<file path="src/rtl/cache_ro_line_assoc.sv">
// rtl/cache_ro_line_assoc.sv - read-only fully-associative line cache with in-order refill engine
module cache_ro_line_assoc #(
    parameter int W_DATA         = 32,
    parameter int W_ADDR         = 32,
    parameter int N_ENTRIES      = 8,
    parameter int WORDS_PER_LINE = 4,
    parameter bit REPLACE_LFSR   = 1'b1
) (
    input  logic              clk,
    input  logic              rst_n,
    input  logic              cpu_req_vld,
    output logic              cpu_req_rdy,
    input  logic [W_ADDR-1:0] cpu_req_addr,
    output logic              cpu_rsp_vld,
    output logic [W_DATA-1:0] cpu_rsp_data,
    input  logic              flush,
    output logic              mem_req_vld,
    input  logic              mem_req_rdy,
    output logic [W_ADDR-1:0] mem_req_addr,
    input  logic              mem_rsp_vld,
    input  logic [W_DATA-1:0] mem_rsp_data
);

    localparam int BYTES      = W_DATA / 8;
    localparam int OFF_W      = $clog2(BYTES);
    localparam int WORD_W     = (WORDS_PER_LINE > 1) ? $clog2(WORDS_PER_LINE) : 1;
    localparam int LINE_OFF_W = OFF_W + $clog2(WORDS_PER_LINE);
    localparam int TAG_W      = W_ADDR - LINE_OFF_W;
    localparam int IDX_W      = $clog2(N_ENTRIES);
    localparam int CNT_W      = $clog2(WORDS_PER_LINE) + 1;
    localparam logic [W_ADDR-1:0] LINE_MASK = {W_ADDR{1'b1}} << LINE_OFF_W;

    localparam logic [1:0] S_IDLE = 2'd0;
    localparam logic [1:0] S_FILL = 2'd1;
    localparam logic [1:0] S_RESP = 2'd2;

    logic [1:0]          state_q;
    logic [N_ENTRIES-1:0] valid_q;
    logic [TAG_W-1:0]    tag_q [N_ENTRIES];
    logic [W_DATA-1:0]   data_q [N_ENTRIES][WORDS_PER_LINE];
    logic [IDX_W-1:0]    victim_q;
    logic [IDX_W-1:0]    ptr_q;
    logic                evict_q;
    logic                flush_pend_q;
    logic [WORD_W-1:0]   want_q;
    logic [CNT_W-1:0]    req_cnt_q;
    logic [CNT_W-1:0]    rsp_cnt_q;
    logic [W_DATA-1:0]   cap_q;
    logic [15:0]         lfsr_q;

    function automatic logic [WORD_W-1:0] word_of(input logic [W_ADDR-1:0] a);
        if (WORDS_PER_LINE > 1) return a[OFF_W +: WORD_W];
        else                    return '0;
    endfunction

    logic [TAG_W-1:0]  req_tag;
    logic [WORD_W-1:0] req_word;
    logic              hit;
    logic [IDX_W-1:0]  hit_idx;
    logic              inv_found;
    logic [IDX_W-1:0]  inv_idx;
    logic [IDX_W-1:0]  victim;
    logic              accept;
    logic              rsp_take;
    logic              rsp_last;
    logic [WORD_W-1:0] rsp_word;
    logic [W_DATA-1:0] cap_next;
    logic              lfsr_fb;

    assign req_tag     = cpu_req_addr[W_ADDR-1 -: TAG_W];
    assign req_word    = word_of(cpu_req_addr);
    assign cpu_req_rdy = (state_q == S_IDLE) && !flush;
    assign accept      = cpu_req_vld && cpu_req_rdy;
    assign lfsr_fb     = lfsr_q[15] ^ lfsr_q[13] ^ lfsr_q[12] ^ lfsr_q[3];

    // Tags are unique (fill only on miss), so at most one line matches.
    always_comb begin
        hit       = 1'b0;
        hit_idx   = '0;
        inv_found = 1'b0;
        inv_idx   = '0;
        for (int i = 0; i < N_ENTRIES; i++) begin
            if (valid_q[i] && tag_q[i] == req_tag) begin
                hit     = 1'b1;
                hit_idx = IDX_W'(i);
            end
        end
        for (int i = N_ENTRIES - 1; i >= 0; i--) begin
            if (!valid_q[i]) begin
                inv_found = 1'b1;
                inv_idx   = IDX_W'(i);
            end
        end
    end

    assign victim = inv_found    ? inv_idx :
                    REPLACE_LFSR ? lfsr_q[IDX_W-1:0] : ptr_q;

    // Responses only count while one is outstanding; strays are dropped.
    assign rsp_take = (state_q == S_FILL) && mem_rsp_vld && (rsp_cnt_q < req_cnt_q);
    assign rsp_last = rsp_take && (rsp_cnt_q == CNT_W'(WORDS_PER_LINE - 1));
    assign rsp_word = rsp_cnt_q[WORD_W-1:0];
    assign cap_next = (want_q == rsp_word) ? mem_rsp_data : cap_q;

    always_ff @(posedge clk) begin
        if (rsp_take) data_q[victim_q][rsp_word] <= mem_rsp_data;
    end

    always_ff @(posedge clk or negedge rst_n) begin
        if (!rst_n) begin
            state_q      <= S_IDLE;
            valid_q      <= '0;
            for (int i = 0; i < N_ENTRIES; i++) tag_q[i] <= '0;
            victim_q     <= '0;
            ptr_q        <= '0;
            evict_q      <= 1'b0;
            flush_pend_q <= 1'b0;
            want_q       <= '0;
            req_cnt_q    <= '0;
            rsp_cnt_q    <= '0;
            cap_q        <= '0;
            lfsr_q       <= 16'h0001;
            cpu_rsp_vld  <= 1'b0;
            cpu_rsp_data <= '0;
            mem_req_vld  <= 1'b0;
            mem_req_addr <= '0;
        end else begin
            lfsr_q      <= {lfsr_q[14:0], lfsr_fb};
            cpu_rsp_vld <= 1'b0;
            case (state_q)
                S_IDLE: begin
                    if (flush) begin
                        valid_q <= '0;
                    end else if (accept) begin
                        if (hit) begin
                            cpu_rsp_vld  <= 1'b1;
                            cpu_rsp_data <= data_q[hit_idx][req_word];
                        end else begin
                            victim_q        <= victim;
                            evict_q         <= valid_q[victim];
                            valid_q[victim] <= 1'b0;
                            tag_q[victim]   <= req_tag;
                            want_q          <= req_word;
                            req_cnt_q       <= '0;
                            rsp_cnt_q       <= '0;
                            flush_pend_q    <= 1'b0;
                            mem_req_vld     <= 1'b1;
                            mem_req_addr    <= cpu_req_addr & LINE_MASK;
                            state_q         <= S_FILL;
                        end
                    end
                end
                S_FILL: begin
                    if (flush) flush_pend_q <= 1'b1;
                    if (mem_req_vld && mem_req_rdy) begin
                        req_cnt_q <= req_cnt_q + 1'b1;
                        if (req_cnt_q == CNT_W'(WORDS_PER_LINE - 1)) mem_req_vld <= 1'b0;
                        else mem_req_addr <= mem_req_addr + W_ADDR'(BYTES);
                    end
                    if (rsp_take) begin
                        rsp_cnt_q <= rsp_cnt_q + 1'b1;
                        cap_q     <= cap_next;
                    end
                    if (rsp_last) begin
                        valid_q[victim_q] <= 1'b1;
                        cpu_rsp_vld       <= 1'b1;
                        cpu_rsp_data      <= cap_next;
                        state_q           <= S_RESP;
                    end
                end
                S_RESP: begin
                    if (evict_q) ptr_q <= ptr_q + 1'b1;
                    if (flush || flush_pend_q) valid_q <= '0;
                    flush_pend_q <= 1'b0;
                    state_q      <= S_IDLE;
                end
                default: state_q <= S_IDLE;
            endcase
        end
    end

endmodule
</file>
<file path="config.mk">
export PLATFORM = sky130hd
export DESIGN_NAME = cache_ro_line_assoc
export DESIGN_NICKNAME = d
export VERILOG_FILES = /design/src/rtl/cache_ro_line_assoc.sv
export SDC_FILE = /design/constraint.sdc
export NUM_CORES = 2
export LEC_CHECK = 0
export ABC_AREA = 1
export BUFFER_PORTS_ARGS = -buffer_cell sky130_fd_sc_hd__buf_2
export CAP_MARGIN = 20
export CORE_UTILIZATION = 39
export CTS_BUF_LIST = sky130_fd_sc_hd__clkbuf_2
export DETAILED_ROUTE_END_ITERATION = 10
export PLACE_DENSITY = 0.55
export RECOVER_POWER = 100
export SLEW_MARGIN = 0
export SYNTH_ARGS = -nofsm -noshare
export SYNTH_HDL_FRONTEND = slang
export SYNTH_SLANG_ARGS = --single-unit
</file>
<file path="constraint.sdc">
create_clock -name clk -period 4.1 [get_ports clk]
set_clock_uncertainty 0.05 [all_clocks]
set_input_delay 0 -clock clk [delete_from_list [all_inputs] [get_ports clk]]
set_output_delay 0 -clock clk [all_outputs]
set_load 0.02 [all_outputs]
</file>
=== Yosys cells after proc, flatten, opt, wreduce, memory -nomap -nowiden ===
Memory sizes are Yosys's and may differ from the RTL's.
Index checks and enable logic that the tools add are counted.

* Add/subtract/negate cells: 3
* Order comparisons: 10
* Equal/unequal tests: 26
* Multiplexer cells: 92
* Bitwise logic cells: 11
* Reductions and logical operators: 33

{| class="wikitable"
|+ Operators with widths
! kind !! number
|-
| 2-to-1 mux 32 bit || 13
|-
| bitwise mux 224 bit || 1
|-
| == test 28 bit || 8
|-
| 2-to-1 mux 128 bit || 1
|-
| one-hot mux 32 bit (2 select lines) || 2
|-
| demux 28 bit (select 3 bit) || 1
|-
| binary-select mux 32 bit (select 2 bit) || 1
|-
| demux 32 bit (select 2 bit) || 1
|-
| 2-to-1 mux 3 bit || 20
|-
| 2-to-1 mux 8 bit || 5
|-
| 2-to-1 mux 1 bit || 33
|-
| adder 32 x 3 -> 32 bit (second input constant) || 1
|-
| 2-to-1 mux 28 bit || 1
|-
| AND reduction 5 bit || 5
|-
| one-hot mux 8 bit (3 select lines) || 1
|-
| logical AND 1 bit || 18
|-
| inequality test 2 bit (second input constant) || 9
|-
| one-hot mux 3 bit (2 select lines) || 2
|-
| AND reduction 6 bit || 2
|-
| AND 8 bit || 1
|-
| < comparator 3 x 4 -> 1 bit (second input constant) || 2
|-
| 2-to-1 mux 2 bit || 4
|-
| inverter 8 bit || 1
|-
| bitwise OR 8 bit || 1
|-
| other kinds (28) || 41
|}

* Register bits: 360
* Memory bits (writable): 1024
* Bits of input ports: 70
* Output and inout port bits: 67
* Logic and storage cells: 197
* Memories: 1

{| class="wikitable"
|+ Memories
! name !! depth !! bits a word !! read ports !! clocked after Yosys merged registers in !! write ports !! line !! RTL
|-
| data_q || 8 || 128 || 1 || 0 || 1 || 40 || <nowiki>logic [W_DATA-1:0] data_q [N_ENTRIES][WORDS_PER_LINE];</nowiki>
|}

=== Logic depth before layout (Yosys ltp) ===
* Word-level depth: 19
* Gate-level depth with buffers: 29
* Mapped depth without buffers: 25

=== Worst setup path after synthesis ===
No wires, ideal clock.

* Path kind: register to register
* Start: register state_q[1]
* End: memory data_q[0][0] in the netlist's numbering, enable pin
* Library setup time: 0.421 ns
* Arrival: 2.972 ns
* Data required time: 3.629 ns
* Path slack: 0.657 ns
* Cell stages (with the launch flop): 9
* Buffers on the path: 2
* Cells stage by stage: dfrtp_1 > inv_1 > ha_1 > clkbuf_1 > nand4_1 > inv_1 > clkbuf_1 > nand2_1 > nor2_1

* Longest elaborated chain between the ends: 5

{| class="wikitable"
|+ Ends and longest elaborated chain
! item !! line !! RTL
|-
| from (decl) || 37 || <nowiki>logic [1:0] state_q;</nowiki>
|-
| from (signal assigned) || 111 || <nowiki>state_q <= S_IDLE;</nowiki>
|-
| from (signal assigned) || 149 || <nowiki>state_q <= S_FILL;</nowiki>
|-
| from (signal assigned) || 168 || <nowiki>state_q <= S_RESP;</nowiki>
|-
| == test 2 x 1 -> 1 bit || 100 || <nowiki>assign rsp_take = (state_q == S_FILL) && mem_rsp_vld && (rsp_cnt_q < req_cnt_q);</nowiki>
|-
| logical AND 1 bit (2 in a row) || 100 ||
|-
| 2-to-1 mux 1 bit || 106 || <nowiki>if (rsp_take) data_q[victim_q][rsp_word] <= mem_rsp_data;</nowiki>
|-
| 2-to-1 mux 128 bit (implied by the code) || 106 ||
|-
| to (decl) || 40 ||
|}

Every way passes these cells.

=== Worst setup path in the final report ===
* Start: input cpu_req_addr[18]
* End: register valid_q[5]

* Longest elaborated chain between the ends: 12

{| class="wikitable"
|+ Ends and longest elaborated chain
! item !! line !! RTL
|-
| from (decl) || 13 || <nowiki>input logic [W_ADDR-1:0] cpu_req_addr,</nowiki>
|-
| == test 28 bit || 83 || <nowiki>if (valid_q[i] && tag_q[i] == req_tag) begin</nowiki>
|-
| logical AND 1 bit || 83 ||
|-
| 2-to-1 mux 1 bit (7 in a row) || 83 ||
|-
| 2-to-1 mux 1 bit * || 83 ||
|-
| inequality test 3 bit (no line) * || n/a ||
|-
| AND reduction 5 bit (no line) * || n/a ||
|-
| to (signal assigned) || 112 || <nowiki>valid_q <= '0;</nowiki>
|-
| to (signal assigned) || 133 || <nowiki>valid_q <= '0;</nowiki>
|-
| to (signal, indexed assignment) || 141 || <nowiki>valid_q[victim] <= 1'b0;</nowiki>
|-
| to (decl) || 38 || <nowiki>logic [N_ENTRIES-1:0] valid_q;</nowiki>
|}

Mark *: on every way between the ends. The rest lies on a longest branch, timed or not.
A chain may end at the register's enable or synchronous reset.

==> impl_metrics.ini <==
[global_route]
grt_pass1_vias = 50200
antenna_found_initial = 15
track_usage = 0.267
grt_pass1_wl_mm = 331
grt_start_max_net_pins = 93
gr-total-overflow = 0

[route]
wl_per_cell_um = 22.9
wl_mm = 225
viasPerCell = 5.28
initialDrtViolationCount = 5318
via_count = 52000
first_pass_iters = 6
antenna_left = 0
drc = 0

[layout]
multiInputGateArea_um2 = 20600
syn2layout_area_growth_pct = 14.7
seqCellArea_um2 = 39700
nets = 7494
n_fill_cell = 16100
drive_gt1_frac = 0.124

[outcome]
status = finished with violations
violations = capacitance limit, slew limit

[setup_path]
critPathLaunchType = input port
cpPeakStageDelay_ns = 0.81
cp_data_arrival_time_ns = 5.52
cp_common_cell = dlygate4sd3_1
critical-path-slowest-cell = dlygate4sd3_1
criticalPathCategory = input port to flop
worstPathMaxFanout = 8
required_ns = 5.60
endpoint_kind = flop
reg2reg_to = cpu_rsp_data[29]$_DFFE_PN0P_
r2r_start = valid_q[2]$_DFFE_PN0P_
reg2reg_setup_slack_ns = 0.15
path_cells = dlygate4sd3_1 -> dlygate4sd3_1 -> buf_2 -> dlygate4sd3_1 -> buf_4 -> nand2_1 -> nand2_1 -> nor2_1 -> nand2_1 -> nor2_1 -> dlygate4sd3_1 -> nand2_1 -> nor2_1 -> buf_4 -> nor2_1 -> nand3_1 -> dlygate4sd3_1 -> o21ai_0 -> nand4_1 -> a22oi_1
worst_r2r_path_depth = 22

[floorplan]
core_area_um2 = 163000
fp.dieArea_um2 = 167000
initial_core_util = 0.395
die_w_um = 409
dieHeight_um = 409
placementRows = 148
num_io_pins = 137

[clock_network]
cts_root_buf = clkbuf_2
htreeDepth = 5
insertion_delay_ns = 1.79
numClockSinks = 1382
cts_tree = done
numCtsBuffers = 382
clockBufferDepth = 4
clkTransAtPathRegs_ns = 0.12

[yosys]
avgSynthCellArea_um2 = 9.47
syn_area_um2 = 64400
ys_ff_latch = 1382
ys_seq_area_frac = 0.616
synth-edff-count = 1024
synth_ff_type = edfxtp_1
yosysWarnings = 0
ys_async_sr_fraction = 0.259
synth_cells = 6806
synth.distinct_cells = 52

[sta]
timing.slew.headroom = -0.848
fmax_mhz = 249
finalSetupViolCount = 0
worst_pin_slew_ns = 2.77
whs_ns = 0.149
period_share = 0.980
period_needed_ns = 4.02
final-hold-violation-count = 0
slew_violations = 159

[run]
max_cap_viol_count = 3

[min_path]
min_path_type = input port to flop
worstHoldStart = mem_rsp_data[19]
hold-path-endpoint = data_q[7][51]$_DFFE_PP_
worstHoldPathCells = 4

[power]
p_int_mw = 21.2
seqPwrFrac = 0.523
clkPwrFrac = 0.300
vdd_drop_max_mv = 0.310
p_total_mw = 31.8
combPwrFrac = 0.177
p_leak_nw = 31.2
p_switching_mw = 10.6
cellPowerDensity_nw_per_um2 = 430
switching_share = 0.332

[place]
portBuffers = 132
hpwl_mm = 125
place_congestion = 0.895
[state kept, by name, indices dropped and copies added (netlist names), 8 cells and up]
name          flops
mem_req_addr     30
lfsr_q           16
cap_q            32
valid_q           8
data_q         1024
tag_q           224
cpu_rsp_data     32
[critical path: cells and delay by family]
family	cells	cell delay, ns
buffers and inverters	8	3.66
AO/OA/AOI/OAI	2	0.56
AND/OR/NAND/NOR	10	1.28
[layout make-up]
class / instances / share of cell area
antenna: 11 / 0.000373
clock buffer: 558 / 0.0378
clock inverter: 83 / 0.00474
inverter: 495 / 0.0254
multi-input combinational: 4512 / 0.278
sequential: 1382 / 0.537
tap: 2175 / 0.0368
timing repair buffer: 637 / 0.0792
[logic make-up (layout without fill, tap and decap cells)]
kind of cell | after synthesis | after routing | share of synthesized area
buffers and inverters | 913 | 1773 | 0.0693
other | 1 | 13 | 0.0000582
XOR/XNOR | 78 | 78 | 0.0106
flip-flops | 1382 | 1382 | 0.616
AND/OR/NAND/NOR | 3983 | 3983 | 0.265
AO/OA/AOI/OAI | 426 | 426 | 0.0348
multiplexers | 9 | 9 | 0.00144
adder cells (fa/ha/maj) | 14 | 14 | 0.00272
[placed cells by master, fill, tap and decap left out, types with 13 or more instances in the layout]
| master | netlist | final |
|---|---|---|
| nand3b_1 | 67 | 67 |
| inv_2 | 25 | 26 |
| nand2_1 | 2329 | 2325 |
| buf_2 | 168 | 46 |
| a21oi_1 | 64 | 64 |
| clkbuf_2 | 0 | 571 |
| nor2_1 | 326 | 301 |
| clkbuf_4 | 0 | 14 |
| nor2_4 | 1 | 24 |
| nor3_1 | 35 | 35 |
| or2_2 | 23 | 23 |
| nand3_2 | 16 | 13 |
| nor4_1 | 19 | 18 |
| or2_1 | 15 | 15 |
| clkinv_1 | 2 | 69 |
| nand4_1 | 73 | 74 |
| clkbuf_1 | 99 | 115 |
| ha_1 | 14 | 13 |
| buf_4 | 59 | 110 |
| dfrtp_1 | 357 | 357 |
| dlygate4sd3_1 | 0 | 249 |
| xnor2_1 | 36 | 36 |
| o21ai_0 | 128 | 206 |
| edfxtp_1 | 1024 | 1024 |
| o21ai_1 | 190 | 113 |
| inv_1 | 465 | 464 |
| nand3_1 | 1056 | 1056 |
| xor2_1 | 42 | 42 |
| buf_12 | 3 | 75 |
[Yosys cell counts (15+ instances only)]
cell type	n	area share
xor2_1	42	0.0057
nor4_1	19	0.0018
buf_4	59	0.0069
buf_6	66	0.012
or2_2	23	0.0022
nand4_1	73	0.0071
dfrtp_1	357	0.14
nand3_1	1056	0.082
xnor2_1	36	0.0049
inv_1	465	0.027
o21ai_0	128	0.0099
edfxtp_1	1024	0.48
nand2_1	2329	0.14
buf_2	168	0.013
nor3_1	35	0.0027
or2_1	15	0.0015
clkbuf_1	99	0.0058
inv_2	25	0.0015
nor2_1	326	0.019
nand3_2	16	0.0025
a21oi_1	64	0.0050
buf_1	18	0.0010
nand3b_1	67	0.0078
o21ai_1	190	0.015
[power by group through the flow]
stage          logic (mW)  registers (mW)  clock network, mW
2_1_floorplan        3.00            16.9                  0
3_3_place_gp         5.31            16.9                  0
3_5_place_dp         5.40            16.9                  0
4_1_cts              5.75            16.6               9.79
5_1_grt              6.21            16.7               10.4
6_report             5.61            16.6               9.54
[timing repair]
item,in CTS,in global routing
setup endpoints to repair,0,105
setup buffers,0,2
hold endpoints to repair,2748,33
resized for setup,0,18
hold buffers,263,2
[per-stage QoR]
| stage | setup WS, ns | cells | cell area [um^2] | util | setup TNS [ns] |
|---|---|---|---|---|---|
| 4_1_cts | 0.0572 | 9820 | 74300 | 0.455 | 0 |
| 2_1_floorplan | 0.657 | 6807 | 64500 | - | 0 |
| 5_1_grt | -0.00220 | 9852 | 73900 | 0.452 | -0.00220 |
| 3_3_place_gp | 0.453 | 8916 | 68400 | 0.419 | 0 |
| 6_report | 0.0817 | 9853 | 73900 | 0.452 | 0 |
| 3_5_place_dp | 0.449 | 8916 | 68400 | 0.419 | 0 |
[metal layers]
| metal | track usage | vias to the layer above | routed length, um | share of wire |
|---|---|---|---|---|
| li1 | - | 24100 | - | - |
| met2 | 0.426 | 2220 | 105000 | 0.46 |
| met3 | 0.0476 | 498 | 17500 | 0.077 |
| met5 | 0 | - | 49 | 0.00022 |
| met4 | 0.114 | 10 | 9110 | 0.040 |
| met1 | 0.357 | 25100 | 94200 | 0.42 |
[how the worst max path moves through the flow]
stage / from / slack [ns] / to
final: cpu_req_addr[18] / 0.08 / valid_q[5]$_DFFE_PN0P_
after global routing: valid_q[2]$_DFFE_PN0P_ / -0.002 / cpu_rsp_data[2]$_DFFE_PN0P_
after CTS: cpu_req_addr[20] / 0.06 / tag_q[54]$_DFFE_PN0P_
after detailed placement: cpu_req_addr[26] / 0.45 / cpu_rsp_data[22]$_DFFE_PN0P_
after global placement: cpu_req_addr[17] / 0.45 / cpu_rsp_data[22]$_DFFE_PN0P_
after floorplan: state_q[1]$_DFFE_PN0P_ / 0.66 / data_q[0][0]$_DFFE_PP_
Note: power is estimated with default switching activity, not from simulation.
